===== config.mk =====
export PLATFORM = sky130hd
export DESIGN_NAME = masked_sha512_schedule_ctrl_flat
export DESIGN_NICKNAME = d
export VERILOG_FILES = /design/src/rtl/sha512_pkg.sv /design/src/rtl/masked_sha512_schedule_ctrl_if.sv /design/src/rtl/sha_small_sigma_gadget.sv /design/src/rtl/masked_sha512_schedule_ctrl.sv /design/src/flat_wrapper.sv
export SDC_FILE = /design/constraint.sdc
export NUM_CORES = 2
export LEC_CHECK = 0
export CAP_MARGIN = 20
export CORE_MARGIN = 2
export CORE_UTILIZATION = 40
export DETAILED_ROUTE_END_ITERATION = 10
export REMOVE_ABC_BUFFERS = 1
export SYNTH_ARGS = -nofsm -noshare
export SYNTH_HDL_FRONTEND = slang
export SYNTH_SLANG_ARGS = --single-unit

===== constraint.sdc =====
create_clock -name clk -period 36 [get_ports clk]
set_input_delay 7.2 -clock clk [delete_from_list [all_inputs] [get_ports clk]]
set_output_delay 7.2 -clock clk [all_outputs]
set_load 0.05 [all_outputs]

===== src/rtl/sha512_pkg.sv =====
// Shared constants and types for the masked SHA-512 message-schedule controller.
//   WORD       : word width in bits
//   SCHED_LEN  : number of schedule words W_0..W_79
//   BUF_DEPTH  : depth of the circular word buffer
//   S0_*/S1_*  : rotate/shift amounts of the small sigma functions
//   state_e    : controller state encoding
package sha512_pkg;

  localparam int unsigned WORD      = 64;
  localparam int unsigned SCHED_LEN = 80;
  localparam int unsigned BUF_DEPTH = 16;

  localparam int unsigned S0_R1  = 1;
  localparam int unsigned S0_R2  = 8;
  localparam int unsigned S0_SHR = 7;
  localparam int unsigned S1_R1  = 19;
  localparam int unsigned S1_R2  = 61;
  localparam int unsigned S1_SHR = 6;

  typedef enum logic [2:0] {
    StLoad,
    StEmit,
    StIss1,
    StIss2,
    StWait12,
    StIss3,
    StWait3,
    StOut
  } state_e;

endpackage


===== src/rtl/masked_sha512_schedule_ctrl_if.sv =====
// Handshake bundle of the masked SHA-512 schedule controller.
//   in_*      : shared message words from the block loader
//   out_*     : shared schedule words W_t to the compression core
//   add_*     : issue/return channel of the external masked adder gadget
// Modport slave is the controller's view, master the surrounding environment.
interface masked_sha512_schedule_ctrl_if #(
  parameter int unsigned D = 2
);
  localparam int unsigned W = D * sha512_pkg::WORD;

  logic         in_valid;
  logic         in_ready;
  logic [W-1:0] in_data;
  logic         out_valid;
  logic         out_ready;
  logic [W-1:0] out_data;
  logic         out_last;
  logic         add_valid;
  logic [W-1:0] add_a;
  logic [W-1:0] add_b;
  logic         add_res_valid;
  logic [W-1:0] add_res;

  modport slave (
    input  in_valid, in_data, out_ready, add_res_valid, add_res,
    output in_ready, out_valid, out_data, out_last, add_valid, add_a, add_b
  );

  modport master (
    output in_valid, in_data, out_ready, add_res_valid, add_res,
    input  in_ready, out_valid, out_data, out_last, add_valid, add_a, add_b
  );

endinterface


===== src/rtl/sha_small_sigma_gadget.sv =====
// Share-wise small sigma: ROTR(R1) ^ ROTR(R2) ^ SHR(Shr) on a bit-major shared word.
//   x_i : shared input word, bit i in [i*D +: D]
//   y_o : shared result, same layout
// Every bit moves as a whole D-bit group, so the shares are never mixed together.
module sha_small_sigma_gadget import sha512_pkg::*; #(
  parameter int unsigned D   = 2,
  parameter int unsigned R1  = 1,
  parameter int unsigned R2  = 8,
  parameter int unsigned Shr = 7
) (
  input  logic [D*WORD-1:0] x_i,
  output logic [D*WORD-1:0] y_o
);

  for (genvar i = 0; i < WORD; i++) begin : g_bit
    localparam int unsigned RotA = (i + R1) % WORD;
    localparam int unsigned RotB = (i + R2) % WORD;
    if (i + Shr < WORD) begin : g_shr
      assign y_o[i*D +: D] = x_i[RotA*D +: D] ^ x_i[RotB*D +: D] ^ x_i[(i+Shr)*D +: D];
    end else begin : g_fill
      // Shifted-in positions are zero groups in every share.
      assign y_o[i*D +: D] = x_i[RotA*D +: D] ^ x_i[RotB*D +: D];
    end
  end

endmodule


===== src/rtl/masked_sha512_schedule_ctrl.sv =====
// Masked SHA-512 message schedule controller.
//   clk   : clock
//   rst   : synchronous active-high reset
//   sched : handshake bundle (loader in, W_t out, external masked adder)
// Loads 16 shared words, emits them, then derives W_16..W_79 in a 16-entry
// circular buffer. Sigmas are applied share-wise; all additions go to the adder.
module masked_sha512_schedule_ctrl import sha512_pkg::*; #(
  parameter int unsigned D = 2
) (
  input logic                          clk,
  input logic                          rst,
  masked_sha512_schedule_ctrl_if.slave sched
);

  localparam int unsigned W         = D * WORD;
  localparam logic [6:0]  TLast     = 7'(SCHED_LEN - 1);
  localparam logic [6:0]  TEmitLast = 7'(BUF_DEPTH - 1);

  state_e       state_q;
  logic [6:0]   t_q;
  logic [3:0]   idx;
  logic [W-1:0] mem_q [BUF_DEPTH];
  logic [W-1:0] s1_q, s2_q;
  logic         first_seen_q;
  logic         in_ready_q, out_valid_q, out_last_q, add_valid_q;
  logic [W-1:0] out_data_q, add_a_q, add_b_q;
  logic [W-1:0] sig0_x, sig0_y, sig1_x, sig1_y;

  assign idx    = t_q[3:0];
  assign sig1_x = mem_q[idx - 4'd2];
  assign sig0_x = mem_q[idx - 4'd15];

  sha_small_sigma_gadget #(
    .D  (D),
    .R1 (S0_R1),
    .R2 (S0_R2),
    .Shr(S0_SHR)
  ) u_sigma0 (
    .x_i(sig0_x),
    .y_o(sig0_y)
  );

  sha_small_sigma_gadget #(
    .D  (D),
    .R1 (S1_R1),
    .R2 (S1_R2),
    .Shr(S1_SHR)
  ) u_sigma1 (
    .x_i(sig1_x),
    .y_o(sig1_y)
  );

  always_ff @(posedge clk) begin
    if (rst) begin
      state_q      <= StLoad;
      t_q          <= '0;
      in_ready_q   <= 1'b1;
      out_valid_q  <= 1'b0;
      out_last_q   <= 1'b0;
      add_valid_q  <= 1'b0;
      first_seen_q <= 1'b0;
      out_data_q   <= '0;
      add_a_q      <= '0;
      add_b_q      <= '0;
      s1_q         <= '0;
      s2_q         <= '0;
    end else begin
      add_valid_q <= 1'b0;
      unique case (state_q)
        StLoad: begin
          if (sched.in_valid) begin
            mem_q[idx] <= sched.in_data;
            if (t_q == TEmitLast) begin
              in_ready_q <= 1'b0;
              t_q        <= '0;
              state_q    <= StEmit;
            end else begin
              t_q <= t_q + 7'd1;
            end
          end
        end
        StEmit, StOut: begin
          if (!out_valid_q) begin
            out_valid_q <= 1'b1;
            out_data_q  <= mem_q[idx];
            out_last_q  <= (t_q == TLast);
          end else if (sched.out_ready) begin
            out_valid_q <= 1'b0;
            out_last_q  <= 1'b0;
            if (t_q == TLast) begin
              t_q        <= '0;
              in_ready_q <= 1'b1;
              state_q    <= StLoad;
            end else begin
              t_q <= t_q + 7'd1;
              if (state_q == StOut || t_q == TEmitLast) state_q <= StIss1;
            end
          end
        end
        StIss1: begin
          add_valid_q <= 1'b1;
          add_a_q     <= sig1_y;
          add_b_q     <= mem_q[idx - 4'd7];
          state_q     <= StIss2;
        end
        StIss2: begin
          // W_{t-16} lives in the slot that W_t will overwrite.
          add_valid_q  <= 1'b1;
          add_a_q      <= sig0_y;
          add_b_q      <= mem_q[idx];
          first_seen_q <= 1'b0;
          state_q      <= StWait12;
        end
        StWait12: begin
          if (sched.add_res_valid) begin
            if (!first_seen_q) begin
              s1_q         <= sched.add_res;
              first_seen_q <= 1'b1;
            end else begin
              s2_q         <= sched.add_res;
              first_seen_q <= 1'b0;
              state_q      <= StIss3;
            end
          end
        end
        StIss3: begin
          add_valid_q <= 1'b1;
          add_a_q     <= s1_q;
          add_b_q     <= s2_q;
          state_q     <= StWait3;
        end
        StWait3: begin
          if (sched.add_res_valid) begin
            mem_q[idx] <= sched.add_res;
            state_q    <= StOut;
          end
        end
        default: state_q <= StLoad;
      endcase
    end
  end

  assign sched.in_ready  = in_ready_q;
  assign sched.out_valid = out_valid_q;
  assign sched.out_data  = out_data_q;
  assign sched.out_last  = out_last_q;
  assign sched.add_valid = add_valid_q;
  assign sched.add_a     = add_a_q;
  assign sched.add_b     = add_b_q;

endmodule


===== src/flat_wrapper.sv =====
// flat-port wrapper written by rule: the top's interface ports become plain ports
module masked_sha512_schedule_ctrl_flat import sha512_pkg::*;
#(
  parameter int unsigned D = 2
)
  (clk, rst, sched_in_valid, sched_in_data, sched_out_ready, sched_add_res_valid, sched_add_res, sched_in_ready, sched_out_valid, sched_out_data, sched_out_last, sched_add_valid, sched_add_a, sched_add_b);
  masked_sha512_schedule_ctrl_if #(.D(D)) sched_i ();
  input logic clk;
  input logic rst;
  input wire logic [$bits(sched_i.in_valid)-1:0] sched_in_valid;
  input wire logic [$bits(sched_i.in_data)-1:0] sched_in_data;
  input wire logic [$bits(sched_i.out_ready)-1:0] sched_out_ready;
  input wire logic [$bits(sched_i.add_res_valid)-1:0] sched_add_res_valid;
  input wire logic [$bits(sched_i.add_res)-1:0] sched_add_res;
  output wire logic [$bits(sched_i.in_ready)-1:0] sched_in_ready;
  output wire logic [$bits(sched_i.out_valid)-1:0] sched_out_valid;
  output wire logic [$bits(sched_i.out_data)-1:0] sched_out_data;
  output wire logic [$bits(sched_i.out_last)-1:0] sched_out_last;
  output wire logic [$bits(sched_i.add_valid)-1:0] sched_add_valid;
  output wire logic [$bits(sched_i.add_a)-1:0] sched_add_a;
  output wire logic [$bits(sched_i.add_b)-1:0] sched_add_b;
  assign sched_i.in_valid = sched_in_valid;
  assign sched_i.in_data = sched_in_data;
  assign sched_i.out_ready = sched_out_ready;
  assign sched_i.add_res_valid = sched_add_res_valid;
  assign sched_i.add_res = sched_add_res;
  assign sched_in_ready = sched_i.in_ready;
  assign sched_out_valid = sched_i.out_valid;
  assign sched_out_data = sched_i.out_data;
  assign sched_out_last = sched_i.out_last;
  assign sched_add_valid = sched_i.add_valid;
  assign sched_add_a = sched_i.add_a;
  assign sched_add_b = sched_i.add_b;
  masked_sha512_schedule_ctrl #(.D(D)) u_core (.clk(clk), .rst(rst), .sched(sched_i));
endmodule

==> impl_metrics.tcl <==
set metrics [dict create \
    status "completed" \
    grt_pass1_wl_microns 787000 \
    clock-sinks 2707 \
    wl_met2_microns 260000 \
    routabilityCongestion 0.911 \
    vias 101957 \
    cp_data_arrival_time_ps 11930 \
    endpoint_kind "flop" \
    dpl_worst_slack_ps 23870 \
    cpMaxStageDelayCell "buf_4" \
    synth_top_area_cell "edfxtp_1" \
    ys_ff_latch 2707 \
    area_delta_synth_final_pct 13.7 \
    crit_top_cell "buf_4" \
    crit_start "sched_add_res_valid" \
    synthTopCellsByArea "edfxtp_1 42%, mux4_2 25%, dfxtp_1 9.1%" \
    clk_pin_slew_worst_paths_ps 60 \
    drc 0 \
    cts_tree "yes" \
    yosysMostFrequentCell "edfxtp_1" \
    die_h_microns 606 \
    met3_length_microns 75900 \
    synth_top_area_share_pct 42.4 \
    multiInputGateArea_sq_um 65700 \
    synth.cell_area_sq_um 145000 \
    core_area_sq_um 362000 \
    overflow 0 \
    relSlewSlack_pct 17.3 \
    layout_setup_ws_ps 24630 \
    clkLatencyLatePin_ps 960 \
    period_share_pct 31.6 \
    critPathKind "input port to flop" \
    seq_area_sq_um 74700 \
    synth_cells 9726 \
    wl_per_cell_microns 37.8 \
    dp_hpwl_microns 365000 \
    async_reset_ff_share_pct 0 \
    die-area_sq_um 368000 \
    yosysSeqAreaShare_pct 51.5 \
    cpPeakStageDelay_ps 840 \
    leakage_nw 51.2 \
    fmax_mhz 87.9 \
    setup_viol 0 \
    fin_area_sq_um 165000 \
    rsz0062_at_grt "false" \
    fill_cells 31409 \
    r2r_start "u_core.t_q[0]" \
    post_cts.repair.setup_buffers 0 \
    die_x_microns 606 \
    cts_max_path_buffers 4 \
    ioPinCount 649 \
    avgViaCountPerCell 6.73 \
    cts_buffers 302 \
    synth_top_flop_cell "edfxtp_1" \
    highest_layer "met5" \
    syn_area_per_cell_sq_um 14.9 \
    io_buffers 648 \
    rrSetupSlack_ps 28040 \
    row_count 221 \
    initial_core_util_pct 40.1 \
    grt_start_max_net_pins 123 \
    hold_viol 0 \
    antenna_left 0 \
    grt_usage_pct 30.5 \
    final.min_clock_period_ps 11370 \
    peakVddDrop_mv 0.0379 \
    wl_microns 573000 \
    placed_area_sq_um 155000 \
    fin_worst_skew_ps 53.3 \
    drv_cap 0 \
    wirelength_met1_microns 200000 \
    layout-drive-gt1-share_pct 25.3 \
    cts_resized 0 \
    antenna_found_initial 36 \
    cp_max_fo 38 \
    hold_class "flop to flop" \
    synthTopCellsByCount "2,048 x edfxtp_1, 1,611 x mux4_2, 1,221 x nand2_1, 659 x dfxtp_1, 626 x a21oi_1" \
    critPathLaunchType "input port" \
    root_buffer "clkbuf_16" \
    synth-edff-count 2048 \
    hold_buffers 0 \
    ys_types 73 \
    worstPathRequired_ps 36560 \
    cp_cell_sequence "clkdlybuf4s50_1 > and3_1 > a21oi_1 > nor3_1 > nand2_1 > nor3_2 > buf_4 > buf_4 > buf_4" \
    layout.nets 10356 \
    firstDrtPassIters 8 \
    p_per_area_nw_per_um2 49.8 \
    synth_warnings 0 \
    worstHoldStart "u_core.s2_q[105]" \
    htree_levels 5 \
    grt_pass1_vias 98324 \
    slew_viol_final 0 \
    drtIter0Drc 15792 \
    tightestPinTransition_ps 1230 \
]
cell type report:
cell class                      count  share of cell area, %
Sequential cell                  2707                   45.3
Clock buffer                      409                   5.08
Tap cell                         4794                   3.64
Inverter                           10                 0.0334
Clock inverter                    144                  0.868
Antenna cell                       14                 0.0212
Multi-Input combinational cell   6159                   39.8
Timing Repair Buffer              909                   5.27
where the power goes:
group          leakage (nW)  internal [mW]  switching [mW]
registers              23.8           3.37          0.0200
logic                  22.7          0.698            1.00
clock network          4.80           1.78            1.34
final timing paths:
kind,end,cells after the start
setup / recovery,u_core.mem_q[2][51],9
hold reg to reg,u_core.s2_q[105],2
hold / removal,u_core.s2_q[105],2
setup reg to reg,u_core.sched.add_a[1],12
worst max-delay path: cells and delay by family:
family | cells | cell delay (ps)
simple gates | 4 | 1380
compound gates | 1 | 110
buf+inv | 4 | 2920
layout by cell type (no fill, tap or decap), types with 71 or more instances in the layout:
cell	n
edfxtp_1	2048
mux4_2	1611
nand2_1	1218
dfxtp_1	652
clkdlybuf4s50_1	647
a21oi_1	625
mux2i_1	519
xnor2_1	384
nor2_1	320
clkbuf_16	311
buf_4	241
o21ai_0	195
mux2_2	150
a211oi_1	120
xor2_1	119
and3_1	110
nand3_1	72
a22oi_1	71
state kept, by name (all words and copies together), names as in the netlist, named ones only:
signal / count
u_core.sched.out_data: 128
u_core.sched.add_b: 128
u_core.t_q: 7
u_core.mem_q: 2048
u_core.s2_q: 128
u_core.sched.out_last: 1
u_core.s1_q: 128
u_core.sched.add_valid: 1
u_core.sched.out_valid: 1
u_core.state_q: 3
u_core.sched.in_ready: 1
u_core.sched.add_a: 128
u_core.first_seen_q: 1
kinds of logic (layout without fill, tap and decap cells):
| kind of cell | after synthesis | after routing | share of synthesized area (%) |
|---|---|---|---|
| AOI/OAI and AO/OA | 1424 | 1424 | 6.13 |
| adders and majority gates | 7 | 7 | 0.0586 |
| DFF | 2707 | 2707 | 51.5 |
| muxes | 2328 | 2328 | 30.3 |
| other | 0 | 14 | 0 |
| and+or+nand+nor | 1885 | 1885 | 5.34 |
| buffers and inverters | 860 | 1472 | 3.51 |
| xor gates and xnor gates | 515 | 515 | 3.20 |
routing by layer:
layer	vias to the layer above	GRT usage (%)
met4	20	17.4
met1	52738	38.2
li1	39594	-
met3	1417	9.59
met5	-	0
met2	8188	47.0
through the flow:
step / utilization (%) / power, mW / hold WS, ps / cells / TNS, ps
floorplan: - / 5.28 / 427 / 8876 / -8140760
global placement: 42.9 / 5.12 / 438 / 14571 / 0
detailed placement: 42.9 / 5.13 / 443 / 14574 / 0
CTS: 45.6 / 8.21 / 451 / 15127 / 0
global route: 45.6 / 8.41 / 466 / 15136 / 0
finish: 45.6 / 8.21 / 451 / 15146 / 0
Note: power is estimated with default switching activity, not from simulation.
